## config.mk

```make
export PLATFORM = sky130hd
export DESIGN_NAME = lc2k_decode_flat
export DESIGN_NICKNAME = d
export VERILOG_FILES = /design/src/rtl/lc2k_pkg.sv /design/src/rtl/lc2k_decode_if.sv /design/src/rtl/lc2k_instr_fields.sv /design/src/rtl/lc2k_decode.sv /design/src/flat_wrapper.sv
export SDC_FILE = /design/constraint.sdc
export NUM_CORES = 1
export LEC_CHECK = 0
export BUFFER_PORTS_ARGS = -buffer_cell sky130_fd_sc_hd__buf_2
export CAP_MARGIN = 20
export CORE_MARGIN = 2
export CORE_UTILIZATION = 45
export CTS_BUF_LIST = sky130_fd_sc_hd__clkbuf_16
export DETAILED_ROUTE_END_ITERATION = 7
export GPL_ROUTABILITY_DRIVEN = 0
export PLACE_DENSITY_LB_ADDON = 0.2
export SLEW_MARGIN = 0
export SYNTH_ARGS = -nofsm -noshare
export SYNTH_HDL_FRONTEND = slang
export SYNTH_HIERARCHICAL = 1
export SYNTH_SLANG_ARGS = --single-unit
```

## constraint.sdc

```tcl
create_clock -name clk -period 4.2 [get_ports clk]
set_clock_uncertainty 0.15 [all_clocks]
set_input_delay 0 -clock clk [delete_from_list [all_inputs] [get_ports clk]]
set_output_delay 0 -clock clk [all_outputs]
set_load 0.05 [all_outputs]
```

## src/rtl/lc2k_pkg.sv

```systemverilog
// Shared LC2K decode definitions: opcode and FSM encodings, instruction
// field positions and datapath widths.
package lc2k_pkg;

    localparam int unsigned DATA_W     = 32;
    localparam int unsigned REG_ADDR_W = 3;

    localparam int unsigned OP_HI     = 24;
    localparam int unsigned OP_LO     = 22;
    localparam int unsigned REGA_HI   = 21;
    localparam int unsigned REGA_LO   = 19;
    localparam int unsigned REGB_HI   = 18;
    localparam int unsigned REGB_LO   = 16;
    localparam int unsigned DEST_HI   = 2;
    localparam int unsigned DEST_LO   = 0;
    localparam int unsigned OFFSET_HI = 15;
    localparam int unsigned OFFSET_LO = 0;

    typedef enum logic [2:0] {
        OP_ADD  = 3'd0,
        OP_NOR  = 3'd1,
        OP_LW   = 3'd2,
        OP_SW   = 3'd3,
        OP_BEQ  = 3'd4,
        OP_JALR = 3'd5,
        OP_HALT = 3'd6,
        OP_NOOP = 3'd7
    } opcode_e;

    typedef enum logic [1:0] {
        ST_RUN    = 2'd0,
        ST_STALL  = 2'd1,
        ST_HALTED = 2'd2
    } state_e;

endpackage

```

## src/rtl/lc2k_decode_if.sv

```systemverilog
// Fetch-side handshake plus the decoded-field bus towards register file/execute.
interface lc2k_decode_if #(
    parameter int unsigned DATA_W     = 32,
    parameter int unsigned REG_ADDR_W = 3,
    parameter int unsigned PC_W       = 16
);
    logic                  in_valid;
    logic                  in_ready;
    logic [DATA_W-1:0]     in_instr;
    logic [PC_W-1:0]       in_pc;
    logic                  flush;
    logic                  out_valid;
    logic                  out_ready;
    logic [REG_ADDR_W-1:0] read_regA;
    logic [REG_ADDR_W-1:0] read_regB;
    logic [REG_ADDR_W-1:0] write_reg;
    logic                  CONTROL_ENABLE_REG_WRITE;
    logic [2:0]            ctrl_op;
    logic [DATA_W-1:0]     offset_ext;
    logic [PC_W-1:0]       out_pc;
    logic                  halted;

    modport master (
        output in_valid, in_instr, in_pc, flush, out_ready,
        input  in_ready, out_valid, read_regA, read_regB, write_reg,
               CONTROL_ENABLE_REG_WRITE, ctrl_op, offset_ext, out_pc, halted
    );

    modport slave (
        input  in_valid, in_instr, in_pc, flush, out_ready,
        output in_ready, out_valid, read_regA, read_regB, write_reg,
               CONTROL_ENABLE_REG_WRITE, ctrl_op, offset_ext, out_pc, halted
    );
endinterface

```

## src/rtl/lc2k_instr_fields.sv

```systemverilog
// Combinational LC2K field extraction: register indices, destination/write
// enable selection, source-usage flags for hazard checks, sign-extended offset.
module lc2k_instr_fields
    import lc2k_pkg::*;
(
    input  logic [DATA_W-1:0]     instr,
    output opcode_e               op,
    output logic [REG_ADDR_W-1:0] reg_a,
    output logic [REG_ADDR_W-1:0] reg_b,
    output logic [REG_ADDR_W-1:0] write_reg,
    output logic                  wr_en,
    output logic                  uses_reg_a,
    output logic                  uses_reg_b,
    output logic [DATA_W-1:0]     offset_ext
);
    logic unused_hi_bits;

    assign unused_hi_bits = ^instr[DATA_W-1:OP_HI+1];

    always_comb begin
        op         = opcode_e'(instr[OP_HI:OP_LO]);
        reg_a      = instr[REGA_HI:REGA_LO];
        reg_b      = instr[REGB_HI:REGB_LO];
        offset_ext = {{(DATA_W-OFFSET_HI-1){instr[OFFSET_HI]}}, instr[OFFSET_HI:OFFSET_LO]};
        write_reg  = '0;
        wr_en      = 1'b0;
        uses_reg_a = 1'b0;
        uses_reg_b = 1'b0;
        case (op)
            OP_ADD, OP_NOR: begin
                write_reg  = instr[DEST_HI:DEST_LO];
                wr_en      = 1'b1;
                uses_reg_a = 1'b1;
                uses_reg_b = 1'b1;
            end
            OP_LW, OP_JALR: begin
                write_reg  = instr[REGB_HI:REGB_LO];
                wr_en      = 1'b1;
                uses_reg_a = 1'b1;
            end
            OP_SW, OP_BEQ: begin
                uses_reg_a = 1'b1;
                uses_reg_b = 1'b1;
            end
            default: ;
        endcase
    end
endmodule

```

## src/rtl/lc2k_decode.sv

```systemverilog
// LC2K decode stage: single registered output slot with valid/ready on both
// sides, load-use bubble insertion, branch flush and sticky halt.
module lc2k_decode
    import lc2k_pkg::*;
#(
    parameter int unsigned PC_W = 16
) (
    input logic          clk,
    input logic          rst,
    lc2k_decode_if.slave bus
);
    opcode_e               f_op;
    logic [REG_ADDR_W-1:0] f_reg_a, f_reg_b, f_write_reg;
    logic                  f_wr_en, f_uses_a, f_uses_b;
    logic [DATA_W-1:0]     f_offset;

    lc2k_instr_fields u_fields (
        .instr      (bus.in_instr),
        .op         (f_op),
        .reg_a      (f_reg_a),
        .reg_b      (f_reg_b),
        .write_reg  (f_write_reg),
        .wr_en      (f_wr_en),
        .uses_reg_a (f_uses_a),
        .uses_reg_b (f_uses_b),
        .offset_ext (f_offset)
    );

    state_e                state_q, state_d;
    logic                  out_valid_q, out_valid_d;
    logic [REG_ADDR_W-1:0] reg_a_q, reg_a_d;
    logic [REG_ADDR_W-1:0] reg_b_q, reg_b_d;
    logic [REG_ADDR_W-1:0] write_reg_q, write_reg_d;
    logic                  wr_en_q, wr_en_d;
    opcode_e               ctrl_op_q, ctrl_op_d;
    logic [DATA_W-1:0]     offset_q, offset_d;
    logic [PC_W-1:0]       pc_q, pc_d;
    logic                  pending_lw_q, pending_lw_d;
    logic [REG_ADDR_W-1:0] pending_dest_q, pending_dest_d;

    logic hazard, halt_held, transfer, in_ready, accept;

    always_comb begin
        // pending_lw tracks an lw sitting in the output slot; the dependent
        // instruction is held off until the slot has drained (the STALL cycle).
        hazard    = pending_lw_q && bus.in_valid &&
                    ((f_uses_a && (f_reg_a == pending_dest_q)) ||
                     (f_uses_b && (f_reg_b == pending_dest_q)));
        halt_held = out_valid_q && (ctrl_op_q == OP_HALT);
        transfer  = out_valid_q && bus.out_ready;
        in_ready  = (state_q != ST_HALTED) && !hazard && !halt_held &&
                    (!out_valid_q || bus.out_ready);
        accept    = bus.in_valid && in_ready;

        state_d        = state_q;
        out_valid_d    = out_valid_q;
        reg_a_d        = reg_a_q;
        reg_b_d        = reg_b_q;
        write_reg_d    = write_reg_q;
        wr_en_d        = wr_en_q;
        ctrl_op_d      = ctrl_op_q;
        offset_d       = offset_q;
        pc_d           = pc_q;
        pending_lw_d   = pending_lw_q;
        pending_dest_d = pending_dest_q;

        if (state_q != ST_HALTED) begin
            if (transfer) begin
                out_valid_d  = 1'b0;
                pending_lw_d = 1'b0;
            end
            if (accept) begin
                out_valid_d    = 1'b1;
                reg_a_d        = f_reg_a;
                reg_b_d        = f_reg_b;
                write_reg_d    = f_write_reg;
                wr_en_d        = f_wr_en;
                ctrl_op_d      = f_op;
                offset_d       = f_offset;
                pc_d           = bus.in_pc;
                pending_lw_d   = (f_op == OP_LW);
                pending_dest_d = f_reg_b;
            end
            case (state_q)
                ST_RUN:   if (hazard) state_d = ST_STALL;
                ST_STALL: state_d = ST_RUN;
                default:  ;
            endcase
            if (bus.flush) begin
                out_valid_d  = 1'b0;
                pending_lw_d = 1'b0;
                state_d      = ST_RUN;
            end
            if (transfer && (ctrl_op_q == OP_HALT)) begin
                state_d = ST_HALTED;
            end
        end
    end

    always_ff @(posedge clk or posedge rst) begin
        if (rst) begin
            state_q        <= ST_RUN;
            out_valid_q    <= 1'b0;
            reg_a_q        <= '0;
            reg_b_q        <= '0;
            write_reg_q    <= '0;
            wr_en_q        <= 1'b0;
            ctrl_op_q      <= OP_ADD;
            offset_q       <= '0;
            pc_q           <= '0;
            pending_lw_q   <= 1'b0;
            pending_dest_q <= '0;
        end else begin
            state_q        <= state_d;
            out_valid_q    <= out_valid_d;
            reg_a_q        <= reg_a_d;
            reg_b_q        <= reg_b_d;
            write_reg_q    <= write_reg_d;
            wr_en_q        <= wr_en_d;
            ctrl_op_q      <= ctrl_op_d;
            offset_q       <= offset_d;
            pc_q           <= pc_d;
            pending_lw_q   <= pending_lw_d;
            pending_dest_q <= pending_dest_d;
        end
    end

    assign bus.in_ready                 = in_ready;
    assign bus.out_valid                = out_valid_q;
    assign bus.read_regA                = reg_a_q;
    assign bus.read_regB                = reg_b_q;
    assign bus.write_reg                = write_reg_q;
    assign bus.CONTROL_ENABLE_REG_WRITE = wr_en_q;
    assign bus.ctrl_op                  = ctrl_op_q;
    assign bus.offset_ext               = offset_q;
    assign bus.out_pc                   = pc_q;
    assign bus.halted                   = (state_q == ST_HALTED);
endmodule

```

## src/flat_wrapper.sv

```systemverilog
// flat-port wrapper written by rule: the top's interface ports become plain ports
module lc2k_decode_flat import lc2k_pkg::*;
#(
    parameter int unsigned PC_W = 16
)
  (clk, rst, bus_in_valid, bus_in_instr, bus_in_pc, bus_flush, bus_out_ready, bus_in_ready, bus_out_valid, bus_read_regA, bus_read_regB, bus_write_reg, bus_CONTROL_ENABLE_REG_WRITE, bus_ctrl_op, bus_offset_ext, bus_out_pc, bus_halted);
  lc2k_decode_if #(.DATA_W(32), .REG_ADDR_W(3), .PC_W(PC_W)) bus_i ();
  input logic clk;
  input logic rst;
  input wire logic [$bits(bus_i.in_valid)-1:0] bus_in_valid;
  input wire logic [$bits(bus_i.in_instr)-1:0] bus_in_instr;
  input wire logic [$bits(bus_i.in_pc)-1:0] bus_in_pc;
  input wire logic [$bits(bus_i.flush)-1:0] bus_flush;
  input wire logic [$bits(bus_i.out_ready)-1:0] bus_out_ready;
  output wire logic [$bits(bus_i.in_ready)-1:0] bus_in_ready;
  output wire logic [$bits(bus_i.out_valid)-1:0] bus_out_valid;
  output wire logic [$bits(bus_i.read_regA)-1:0] bus_read_regA;
  output wire logic [$bits(bus_i.read_regB)-1:0] bus_read_regB;
  output wire logic [$bits(bus_i.write_reg)-1:0] bus_write_reg;
  output wire logic [$bits(bus_i.CONTROL_ENABLE_REG_WRITE)-1:0] bus_CONTROL_ENABLE_REG_WRITE;
  output wire logic [$bits(bus_i.ctrl_op)-1:0] bus_ctrl_op;
  output wire logic [$bits(bus_i.offset_ext)-1:0] bus_offset_ext;
  output wire logic [$bits(bus_i.out_pc)-1:0] bus_out_pc;
  output wire logic [$bits(bus_i.halted)-1:0] bus_halted;
  assign bus_i.in_valid = bus_in_valid;
  assign bus_i.in_instr = bus_in_instr;
  assign bus_i.in_pc = bus_in_pc;
  assign bus_i.flush = bus_flush;
  assign bus_i.out_ready = bus_out_ready;
  assign bus_in_ready = bus_i.in_ready;
  assign bus_out_valid = bus_i.out_valid;
  assign bus_read_regA = bus_i.read_regA;
  assign bus_read_regB = bus_i.read_regB;
  assign bus_write_reg = bus_i.write_reg;
  assign bus_CONTROL_ENABLE_REG_WRITE = bus_i.CONTROL_ENABLE_REG_WRITE;
  assign bus_ctrl_op = bus_i.ctrl_op;
  assign bus_offset_ext = bus_i.offset_ext;
  assign bus_out_pc = bus_i.out_pc;
  assign bus_halted = bus_i.halted;
  lc2k_decode #(.PC_W(PC_W)) u_core (.clk(clk), .rst(rst), .bus(bus_i));
endmodule
```

# After elaboration in Yosys (flattened, before gate mapping)
# Index checks and enable logic that the tools add are counted.
# classes
muxes,13
shift,0
mul,0
bitwise,0
n_addsub,0
div,0
reduce_logical,28
n_eq_ne,12
magnitude_cmp,0
# ops
cell,n
$logic_and 1x1->1,11
$eq 3x3->1 const B,3
$mux 1,8
$reduce_or 4->1,2
$eq 3x2->1 const B,2
$eq 3x3->1,2
$mux 2,3
$pmux 3 s2,1
$reduce_or 6->1,1
$ne 4x2->1 const B,1
$pmux 2 s2,1
$reduce_and 2->1,2
$reduce_bool 4->1,1
$reduce_or 2->1,2
$eq 3x1->1 const B,1
$logic_not 1->1,3
$logic_not 3->1,1
$reduce_and 3->1,1
$reduce_bool 3->1,1
$eq 2x1->1 const B,1
$eq 2x2->1 const B,1
$logic_not 2->1,1
$logic_or 1x1->1,2
$ne 2x2->1 const B,1
# totals
input_bits,53
ramBits,0
rom_bits,0
reg_bits,49
mem_count,0
word_cells,63
latchBits,0

# Logic depth before layout (Yosys ltp)
# logic_depth
word_depth,13
depth_mapped,7

# Modules after synthesis
# Netlist, hierarchy kept.
# by_module_without_submodules
module,cells_per_inst,area_each_um2,n_inst,seq_area_each_um2
lc2k_decode,170,2723.9,1,1626.6
lc2k_instr_fields,52,411.6,1,0.0

# Worst setup path after synthesis
# Ideal clock, no wire load.
# synth_timing
path_kind,reg2reg
start,register u_core/bus.read_regB[2] (netlist name)
end,"register u_core.ctrl_op_q[0], in the netlist u_core/bus.ctrl_op[0]"
setup_ps,125
required_ps,3925
path_buffers,2
path_slack_ps,1986
arrival_ps,1939
path_stages_with_launch,7
cell_sequence,dfrtp_1 xor2_1 nor4_2 a211oi_4 buf_6 buf_8 mux2_4
# synth_lines
element,line,text
to (signal assigned),lc2k_decode.sv:120,ctrl_op_q <= ctrl_op_d;
to (decl),lc2k_decode.sv:35,"opcode_e ctrl_op_q, ctrl_op_d;"

==> metrics.yaml <==
cp_data_arrival_time_ps: 2330
htreeDepth: 3
netlist_top_cells_area: "dfrtp_1 52%, mux2_2 15%, buf_4 11%"
max-slew-margin-rel_pct: 64.4
numCtsBuffers: 9
crit_chain: "xor2_1, nor4b_1, o211a_1, o22ai_1, dlygate4sd3_1"
antenna_found_initial: 0
dieArea_sq_mm: 0.00765
startpoint_type: "flip-flop"
rows: 30
port_buffers: 109
finalMaxSlewViolations: 0
max_stage_delay_ps: 560
grt_pass1_vias: 2081
grt_max_degree: 41
numPlacedInstances: 367
drt-total-wl_mm: 6.35
drt_first_iter_violations: 84
die_y_um: 87.5
clkTransAtPathRegs_ps: 50
synth_edf_count: 0
grt_remaining_overflow: 0
drc: 0
clock_sinks: 65
hold_viol: 0
max_freq_mhz: 438
wl_per_cell_um: 14.8
cts_tree: "yes"
syn-num-nets: 275
synth_most_common_cell: "dfrtp_1"
status: "completed"
async_flop_share_pct: 100
synth_common_cells: "65 x dfrtp_1, 44 x buf_4, 41 x mux2_2"
dr_total_vias: 2095
crit_slowest_cell: "dlygate4sd3_1"
drtPass1Iterations: 4
yosys.area.top_type: "dfrtp_1"
fin_area_sq_mm: 0.00420
grt_use_total_pct: 17.3
start_util_pct: 46.4
fin_nets: 397
ys_warn_count: 6
crit_required_ps: 4240
synth-seq-area-share_pct: 51.9
endpoint_kind: "flip-flop"
diodes: 0
ys_seq_elements: 65
cap_violations: 0
core-area_sq_mm: 0.00676
root_buffer: "clkbuf_16"
largest_reg_flops: 32
synth_top_cell_area_share_pct: 51.9
dieWidth_um: 87.5
synth-main-ff-cell: "dfrtp_1"
setup_tns_ps: 0
stdcell_count: 429
synth.distinct_cells: 35
via_per_inst: 4.88
syn-mean-instance-area_sq_um: 14.1
drtAntennaViolNets: 0
grt_pass1_wl_mm: 10.1
rsz0062_at_grt: "no"
finalCritPeriodShare_pct: 54.3
dp_hpwl_mm: 4.02
clk_latency_ps: 310
finalSetupViolCount: 0
placed_area_sq_mm: 0.00343
post_cts_buffers: 0
worstSetupPathType: "reg -> reg"
synth_area_sq_mm: 0.00314
synthCells: 222
crit_fanout: 4
hold_class: "in -> reg"
ios: 117
worst_pin_slew_ps: 533
area_growth_syn_to_layout_pct: 34.1
clockBufferDepth: 2
drive_gt1_share_pct: 55.9
final_period_minus_worst_setup_slack_ps: 2280
-- critical path, delay by kind of cell, from the launching register on --
kind                   cells  cell delay (ps)
flip-flops                 1              430
buffers and inverters      1              560
AND/OR/NAND/NOR            1              460
XOR/XNOR                   1              200
AO/OA/AOI/OAI              2              370
-- cell usage in the layout, fill, tap and decap left out, types with 2 or more instances in the layout --
master         count
a21oi_1            2
a221o_1            3
and4bb_2           3
buf_2            109
buf_4              3
bufinv_16          2
clkbuf_16          9
clkinv_2           2
dfrtp_1           65
dlygate4sd3_1     46
inv_1              2
mux2_2            41
mux2_4            20
mux2i_1            2
nand2_1            3
nand2b_1           3
nor2_1             5
o21ai_0            2
xnor2_1            3
xor2_1             3
-- kinds of logic (layout without fill, tap and decap cells) --
kind of cell / Yosys count / in the layout / share of synthesized area (%)
buffers and inverters: 49 / 176 / 12.1
AO/OA/AOI/OAI: 13 / 13 / 3.55
XOR/XNOR: 6 / 6 / 1.68
multiplexers: 63 / 63 / 24.9
AND/OR/NAND/NOR: 26 / 26 / 5.87
flip-flops: 65 / 65 / 51.9
-- timing repair --
action	in CTS	in global routing
hold buffers	46	0
resized for setup	0	0
hold endpoints to repair	73	0
-- path summary, 6_finish.rpt --
path                                                from                         to  slack [ps]  cells after the start
worst max-delay path             u_core/bus.read_regB[1]        u_core/pending_lw_q        1920                      5
worst min-delay path                    bus_in_instr[15]  u_core/bus.offset_ext[26]          10                      2
worst max register to register   u_core/bus.read_regB[1]        u_core/pending_lw_q        1920                      5
worst min register to register  u_core/bus.offset_ext[3]   u_core/bus.offset_ext[3]         350                      1
max in group asynchronous                            rst  u_core/bus.offset_ext[12]        2840                      4
min in group asynchronous                            rst      u_core/bus.out_pc[12]         150                      3
-- per-layer routing --
layer	track usage, %	up-vias	routed length [um]
li1	-	994	-
met1	22.6	1036	2720
met2	27.2	56	3230
met3	4.55	9	291
met4	7.69	0	108
met5	0	-	0
-- area by class of cell --
type	count	area [sq um]
clock buffers	9	225
repair buffers	158	1030
flip-flops and latches	65	1630
well taps	80	100
clock inverters	7	86.3
multi-input cells	108	1130
fillers	538	2550
inverters	2	7.51
-- through the flow --
stage / hold slack (ps) / setup slack (ps) / utilization, %
floorplan: -52.0 / 1990 / -
global placement: -76.3 / 2060 / 50.8
detailed placement: -72.0 / 2040 / 50.8
CTS: 7.88 / 1960 / 62.2
global route: 24.8 / 1750 / 62.2
finish: 9.59 / 1920 / 62.2
Power is left out: the tool's default activity adds up to more than one toggle a clock period on the data nets, which glitch-free logic cannot reach.
